<file path="src/rtl/arc4_smem_arbiter_if.sv">
`default_nettype none
// ============================================================================
// Module      : arc4_smem_arbiter_if
// Description : Engine-side bus and RAM-side port bundle of the S-array arbiter.
// Revision    : 1.0 - initial release
// ============================================================================
interface arc4_smem_arbiter_if #(
    parameter int ADDR_W = 8,
    parameter int DATA_W = 8
);
    logic [2:0]          req;
    logic [2:0]          gnt;
    logic [2:0]          acc_en;
    logic [2:0]          wr;
    logic [3*ADDR_W-1:0] addr;
    logic [3*DATA_W-1:0] wrdata;
    logic [DATA_W-1:0]   rddata;
    logic [2:0]          rdvalid;
    logic                err;
    logic [ADDR_W-1:0]   mem_addr;
    logic [DATA_W-1:0]   mem_wrdata;
    logic                mem_wren;
    logic [DATA_W-1:0]   mem_q;

    // master = engines plus RAM instance; slave = the arbiter
    modport master (
        output req, acc_en, wr, addr, wrdata, mem_q,
        input  gnt, rddata, rdvalid, err, mem_addr, mem_wrdata, mem_wren
    );

    modport slave (
        input  req, acc_en, wr, addr, wrdata, mem_q,
        output gnt, rddata, rdvalid, err, mem_addr, mem_wrdata, mem_wren
    );
endinterface
`default_nettype wire

</file>
<file path="src/rtl/arc4_smem_arbiter.sv">
`default_nettype none
// ============================================================================
// Module      : arc4_smem_arbiter
// Description : Shares the 256x8 S-array RAM between init, KSA and PRGA engines.
//               Define ARB_ROUND_ROBIN_EN for round-robin, else fixed priority.
// Revision    : 1.0 - initial release
// ============================================================================
module arc4_smem_arbiter #(
    parameter int ADDR_W = 8,
    parameter int DATA_W = 8
) (
    input  wire logic          clk,
    input  wire logic          rst_n,
    arc4_smem_arbiter_if.slave bus
);
    localparam int N_REQ = 3;

    typedef enum logic [0:0] {
        ST_IDLE  = 1'b0,
        ST_OWNED = 1'b1
    } state_t;

    state_t            state_q, state_d;
    logic [N_REQ-1:0]  gnt_q, gnt_d;
    logic [N_REQ-1:0]  rd_pend_q, rd_pend_d;
    logic              err_q, err_d;

    logic [N_REQ-1:0]  w_cand;
    logic [N_REQ-1:0]  w_win;
    logic [N_REQ-1:0]  w_legal;
    logic              w_release;
    logic              w_arb;
    logic [1:0]        w_own_idx;
    logic [ADDR_W-1:0] w_addr  [N_REQ];
    logic [DATA_W-1:0] w_wdata [N_REQ];

    genvar gi;
    generate
        for (gi = 0; gi < N_REQ; gi++) begin : g_unpack
            assign w_addr[gi]  = bus.addr[gi*ADDR_W +: ADDR_W];
            assign w_wdata[gi] = bus.wrdata[gi*DATA_W +: DATA_W];
        end
    endgenerate

    // A releasing owner is excluded so the handoff can skip straight to a peer
    assign w_cand    = bus.req & ~gnt_q;
    assign w_release = |(gnt_q & ~bus.req);
    assign w_arb     = (state_q == ST_IDLE) || w_release;
    assign w_legal   = bus.acc_en & gnt_q;
    assign w_own_idx = gnt_q[2] ? 2'd2 : (gnt_q[1] ? 2'd1 : 2'd0);

`ifdef ARB_ROUND_ROBIN_EN
    logic [1:0] last_q, last_d;
    logic [1:0] w_start;
    logic [2:0] w_idx;
    logic       w_found;

    always_comb begin
        w_win   = '0;
        w_found = 1'b0;
        w_idx   = '0;
        w_start = (last_q == 2'd2) ? 2'd0 : last_q + 2'd1;
        for (int k = 0; k < N_REQ; k++) begin
            w_idx = {1'b0, w_start} + 3'(k);
            if (w_idx >= 3'd3) begin
                w_idx = w_idx - 3'd3;
            end
            if (!w_found && w_cand[w_idx[1:0]]) begin
                w_win[w_idx[1:0]] = 1'b1;
                w_found           = 1'b1;
            end
        end
    end

    always_comb begin
        last_d = last_q;
        if (gnt_d[0]) begin
            last_d = 2'd0;
        end else if (gnt_d[1]) begin
            last_d = 2'd1;
        end else if (gnt_d[2]) begin
            last_d = 2'd2;
        end
    end

    always_ff @(posedge clk or negedge rst_n) begin
        if (!rst_n) begin
            last_q <= 2'd2;
        end else begin
            last_q <= last_d;
        end
    end
`else
    // Lowest set bit wins: 0 > 1 > 2
    assign w_win = w_cand & (~w_cand + 3'd1);
`endif

    always_comb begin
        gnt_d     = gnt_q;
        if (w_arb) begin
            gnt_d = w_win;
        end
        state_d   = (gnt_d != '0) ? ST_OWNED : ST_IDLE;
        rd_pend_d = w_legal & ~bus.wr;
        err_d     = err_q | (|(bus.acc_en & ~gnt_q));
    end

    always_ff @(posedge clk or negedge rst_n) begin
        if (!rst_n) begin
            state_q   <= ST_IDLE;
            gnt_q     <= '0;
            rd_pend_q <= '0;
            err_q     <= 1'b0;
        end else begin
            state_q   <= state_d;
            gnt_q     <= gnt_d;
            rd_pend_q <= rd_pend_d;
            err_q     <= err_d;
        end
    end

    always_comb begin
        bus.mem_addr   = '0;
        bus.mem_wrdata = '0;
        bus.mem_wren   = 1'b0;
        if (gnt_q != '0) begin
            bus.mem_addr   = w_addr[w_own_idx];
            bus.mem_wrdata = w_wdata[w_own_idx];
            bus.mem_wren   = |(w_legal & bus.wr);
        end
    end

    assign bus.gnt     = gnt_q;
    assign bus.rdvalid = rd_pend_q;
    assign bus.err     = err_q;
    assign bus.rddata  = bus.mem_q;

endmodule
`default_nettype wire
</file>
<file path="src/flat_wrapper.sv">
// flat-port wrapper written by rule: the top's interface ports become plain ports
module arc4_smem_arbiter_flat 
#(
    parameter int ADDR_W = 8,
    parameter int DATA_W = 8
)
  (clk, rst_n, bus_req, bus_acc_en, bus_wr, bus_addr, bus_wrdata, bus_mem_q, bus_gnt, bus_rddata, bus_rdvalid, bus_err, bus_mem_addr, bus_mem_wrdata, bus_mem_wren);
  arc4_smem_arbiter_if #(.ADDR_W(ADDR_W), .DATA_W(DATA_W)) bus_i ();
  input  wire logic clk;
  input  wire logic rst_n;
  input wire logic [$bits(bus_i.req)-1:0] bus_req;
  input wire logic [$bits(bus_i.acc_en)-1:0] bus_acc_en;
  input wire logic [$bits(bus_i.wr)-1:0] bus_wr;
  input wire logic [$bits(bus_i.addr)-1:0] bus_addr;
  input wire logic [$bits(bus_i.wrdata)-1:0] bus_wrdata;
  input wire logic [$bits(bus_i.mem_q)-1:0] bus_mem_q;
  output wire logic [$bits(bus_i.gnt)-1:0] bus_gnt;
  output wire logic [$bits(bus_i.rddata)-1:0] bus_rddata;
  output wire logic [$bits(bus_i.rdvalid)-1:0] bus_rdvalid;
  output wire logic [$bits(bus_i.err)-1:0] bus_err;
  output wire logic [$bits(bus_i.mem_addr)-1:0] bus_mem_addr;
  output wire logic [$bits(bus_i.mem_wrdata)-1:0] bus_mem_wrdata;
  output wire logic [$bits(bus_i.mem_wren)-1:0] bus_mem_wren;
  assign bus_i.req = bus_req;
  assign bus_i.acc_en = bus_acc_en;
  assign bus_i.wr = bus_wr;
  assign bus_i.addr = bus_addr;
  assign bus_i.wrdata = bus_wrdata;
  assign bus_i.mem_q = bus_mem_q;
  assign bus_gnt = bus_i.gnt;
  assign bus_rddata = bus_i.rddata;
  assign bus_rdvalid = bus_i.rdvalid;
  assign bus_err = bus_i.err;
  assign bus_mem_addr = bus_i.mem_addr;
  assign bus_mem_wrdata = bus_i.mem_wrdata;
  assign bus_mem_wren = bus_i.mem_wren;
  arc4_smem_arbiter #(.ADDR_W(ADDR_W), .DATA_W(DATA_W)) u_core (.clk(clk), .rst_n(rst_n), .bus(bus_i));
endmodule
</file>
<file path="config.mk">
export PLATFORM = sky130hd
export DESIGN_NAME = arc4_smem_arbiter_flat
export DESIGN_NICKNAME = d
export VERILOG_FILES = /design/src/rtl/arc4_smem_arbiter_if.sv /design/src/rtl/arc4_smem_arbiter.sv /design/src/flat_wrapper.sv
export SDC_FILE = /design/constraint.sdc
export NUM_CORES = 1
export LEC_CHECK = 0
export ABC_AREA = 1
export CORE_MARGIN = 4
export CORE_UTILIZATION = 28
export DETAILED_ROUTE_END_ITERATION = 8
export PLACE_DENSITY = 0.95
export SYNTH_ARGS = -nofsm -noshare
export SYNTH_HDL_FRONTEND = slang
export SYNTH_SLANG_ARGS = --single-unit
</file>
<file path="constraint.sdc">
create_clock -name clk -period 2.6 [get_ports clk]
set_clock_uncertainty 0.05 [all_clocks]
set_input_delay 0.26 -clock clk [delete_from_list [all_inputs] [get_ports clk]]
set_output_delay 0.26 -clock clk [all_outputs]
set_load 0.1 [all_outputs]
</file>
**Word-level counts from Yosys, hierarchy flattened**

Cells that the tools add are included.

- Flip-flop bits (word level): 8
- Output and inout port bits: 32
- Word-level logic and storage cells: 39
- Input bits: 67

- Multiplexer cells: 13
- $lt $le $gt $ge: 1
- Bitwise logic cells: 14
- Add/sub/neg operators: 1
- Reductions and logical operators: 6

Operators by type and width:

| operator | number |
|---|---|
| two-way mux 8 bit | 6 |
| binary-select mux 8 bit (select 2 bit) | 2 |
| AND 3 bit | 7 |
| NOT 3 bit | 4 |
| OR reduction 3 bit | 3 |
| nonzero test 3 bit | 2 |
| adder 3 x 1 -> 3 bit, second input constant | 1 |
| greater-or-equal comparator 3 bit, second input constant | 1 |
| two-way mux 1 bit | 3 |
| two-way mux 3 bit | 1 |
| NOT 2 -> 3 bit | 1 |
| two-way mux 2 bit | 1 |
| logical OR 1 bit | 1 |
| NOT 1 bit | 1 |
| bitwise OR 1 bit | 1 |

**Longest topological paths before layout**

- Word-level depth: 8
- Gate-level depth with buffers: 8

**Worst setup path before layout**

No wires, ideal clock.

- Path type: register -> output
- Start point: register u_core.gnt_q[0], in the netlist u_core.bus.gnt[0]
- End point: output bus_mem_addr[0]
- Required time: 2290 ps
- Slack: -745 ps
- Data arrival time: 3035 ps
- Buffers on the path: 1
- Cell stages (with the launch flop): 6
- Cells stage by stage: dfrtp_1 > inv_1 > nand3_2 > buf_6 > o21ai_1 > a31oi_1

- Longest elaborated chain between the ends: 2

Ends and longest elaborated chain:

| element | RTL line | text |
|---|---|---|
| from (decl) | arc4_smem_arbiter.sv:24 | `logic [N_REQ-1:0] gnt_q, gnt_d;` |
| from (signal assigned) | arc4_smem_arbiter.sv:116 | `gnt_q <= gnt_d;` |
| nonzero test 3 bit | arc4_smem_arbiter.sv:126 | `if (gnt_q != '0) begin` |
| two-way mux 8 bit | arc4_smem_arbiter.sv:126 |  |
| to (decl) | flat_wrapper.sv:21 | `output wire logic [$bits(bus_i.mem_addr)-1:0] bus_mem_addr;` |

No other way between the ends.

**Worst setup path in the final report**

- Start point: register u_core.gnt_q[2], in the netlist u_core.bus.gnt[2]
- End point: output bus_mem_addr[1]

- Longest elaborated chain between the ends: 6
- Elaborated cells between the ends (all ways): 7
- Those cells by class: mux: 5; bitwise: 1; reduce/logical: 1

Ends and longest elaborated chain:

| element | RTL line | text |
|---|---|---|
| two-way mux 2 bit | arc4_smem_arbiter.sv:50 | `assign w_own_idx = gnt_q[2] ? 2'd2 : (gnt_q[1] ? 2'd1 : 2'd0);` |
| NOT 2 -> 3 bit (implied by the code) | arc4_smem_arbiter.sv:127 | `bus.mem_addr = w_addr[w_own_idx];` |
| binary-select mux 8 bit (select 2 bit) | arc4_smem_arbiter.sv:127 |  |
| two-way mux 8 bit (implied by the code) (2 in series) | arc4_smem_arbiter.sv:127 |  |
| two-way mux 8 bit * | arc4_smem_arbiter.sv:126 |  |

Every way passes the cells marked *; elsewhere a longest branch is shown, timed or not. The select of a mux whose other input is x is not followed.

==> flow_summary.yaml <==
status:
  status: "finished clean"
logic_synthesis:
  syn_nets: 203
  synth-xor-area-share_pct: 0
  yosysSeqAreaShare_pct: 24.46
  synth.most_common_cell: "nand2_1"
  synth_edf_count: 0
  synth-simple-area-share_pct: 33.64
  postSynthCellCount: 136
  ys.flop_type: "dfrtp_1"
  muxShareOfSynthArea_pct: 0
  synth_area_um2: 818.3
  avgSynthCellArea_um2: 6.017
  synth-adder-area-share_pct: 0
  synth_async_sr_flop_share_pct: 100.0
  synth_top_family_by_area: "simple AND/OR/NAND/NOR gates"
  synth.top_cell.area_share_pct: 24.46
  synth-compound-area-share_pct: 22.63
  synth_cell_types: 18
  yosys-top-cells-count: "51 x nand2_1, 16 x a31oi_1, 10 x buf_4, 10 x inv_1, 10 x o21ai_1"
  yosys_warnings: 0
  synth_top_area_cell: "dfrtp_1"
  ys_top_cells_by_area: "dfrtp_1 24%, nand2_1 23%, a31oi_1 12%"
  ys_seq_elements: 8
global_routing:
  grt_overflow: 0
  first_global_vias: 1083
  grt_util_met2_pct: 30.77
  antenna_found_initial: 0
  grt.busiest_layer: "met2"
  grt_use_met3_pct: 3.099
  grt_pass1_wl_mm: 4.830
  grt_max_degree: 21
  track_usage_pct: 16.73
  grt_use_met1_pct: 20.10
clocking:
  post_cts_buffers: 0
  cts.repair.resized: 0
  numCtsBuffers: 3
  cts_sinks: 8
  clock_latency_ns: 0.25
  cts.htree.levels: 1
  root_buffer: "clkbuf_4"
  clk_pin_slew_ns: 0.06
  cts.path.max_buffers: 2
  ctsHoldBuffers: 0
  cts_tree: "yes"
finish:
  fill_cells: 214
  drive_gt1_share_pct: 23.56
  postLayoutCellArea_mm2: 0.001864
  nets: 277
  areaGrowthSynthToFinish_pct: 127.8
  diodes: 0
timing:
  setup_viol: 0
  fin_crit_ns: 2.165
  hold_viol_final: 0
  tightest_slew_ns: 0.3515
  maxSlewHeadroom_pct: 76.54
  grt_setup_unrepaired: "false"
  slew_viol_final: 0
  max_freq_mhz: 461.9
  finalCritPeriodShare_pct: 83.26
placement:
  hpwl_mm: 2.840
  port_buffers: 82
  globalplace.congestion: 0.7359
  place_area_mm2: 0.001842
drt:
  drt_iter0_drc: 51
  vias: 1151
  wl_per_cell_um: 14.21
  dr.pass1.iters: 4
  final_antenna_net_count: 0
  drcViolationCount: 0
  routed_wl_mm: 3.396
  vias_per_cell: 4.816
worst_setup_path:
  arrival_ns: 1.85
  crit_buf_inv: 3
  critPathMaxFanout: 19
  cp-start-kind: "flop"
  critPathMaxStageDelay_ns: 0.43
  crit_type: "flop to primary output"
  cp-end-kind: "primary output"
  critPathTopFamily: "buffers and inverters"
  r2r_slack_ns: 1.14
  rr_worst_depth: 7
  cp.required_ns: 2.29
  reg2reg_to: "u_core.state_q"
  timing.rr.start: "u_core.bus.gnt[1]"
  crit_path_cell_trace: "inv_2 > buf_4 > o21ai_1 > a31oi_4 > buf_12"
  cp_slowest_cell: "dfrtp_1"
floorplanning:
  die_area_mm2: 0.003851
  row_count: 19
  die_y_um: 62.06
  initial_utilization_pct: 29.42
  core_mm2: 0.002781
  io_pins: 99
  die-width_um: 62.06
worst_hold_path:
  hold_class: "input pin to async pin"
job:
  drv_cap: 0
sequential cells by signal, summed over array words and instances, names as in the netlist:
| name | count |
|---|---|
| u_core.bus.err | 1 |
| u_core.bus.gnt | 3 |
| u_core.bus.rdvalid | 3 |
| u_core.state_q | 1 |
cell type report:
| class | instances | area (µm²) | area share, % |
|---|---|---|---|
| Tap cell | 31 | 38.79 | 2.081 |
| Clock buffer | 3 | 22.52 | 1.208 |
| Sequential cell | 8 | 200.2 | 10.74 |
| Timing Repair Buffer | 85 | 983.4 | 52.75 |
| Multi-Input combinational cell | 101 | 578.1 | 31.01 |
| Inverter | 11 | 41.29 | 2.215 |
cells in the final DEF (no fill, tap or decap):
cell and instances:
clkdlybuf4s50_1 58, nand2_1 51, buf_12 16, a31oi_2 14, buf_4 11, inv_1 10
o21ai_1 10, nand3_1 8, dfrtp_1 8, nor2_1 6, o21ai_0 6, clkbuf_4 3
a31oi_4 2, nor2_2 1, inv_2 1, nand3_2 1, a21oi_1 1, nor3_1 1
worst max-delay path by stage:
stage	cells past startpoint	end	startpoint	slack [ns]
floorplan	5	bus_mem_addr[5]	u_core.bus.gnt[0]	-0.18
global placement	5	bus_mem_addr[2]	u_core.bus.gnt[2]	0.74
detailed placement	5	bus_mem_addr[5]	u_core.bus.gnt[2]	0.69
CTS	5	bus_mem_addr[5]	u_core.bus.gnt[2]	0.42
global route	5	bus_mem_addr[6]	u_core.bus.gnt[2]	0.31
finish	5	bus_mem_addr[1]	u_core.bus.gnt[2]	0.44
through the flow:
stage / hold slack, ns / TNS [ns] / cells / util [%] / setup slack, ns
global route: 0.2491 / 0 / 239 / 67.03 / 0.3059
floorplan: -0.08559 / -2.056 / 136 / - / -0.1827
global placement: 0.4378 / 0 / 236 / 66.22 / 0.7374
finish: 0.2311 / 0 / 239 / 67.03 / 0.4352
detailed placement: 0.4402 / 0 / 236 / 66.22 / 0.6930
CTS: 0.2412 / 0 / 239 / 67.03 / 0.4196
logic make-up after synthesis:
group	after synthesis
flops	8
buf+inv	27
compound gates	33
simple gates	68
routing by layer:
layer	share of wire [%]	wire, µm
met5	0	0
met4	0.12	4
met3	11	375
met2	53	1807
met1	36	1209
Power is left out: the tool's default activity adds up to more than one toggle a clock period on the data nets, which glitch-free logic cannot reach.
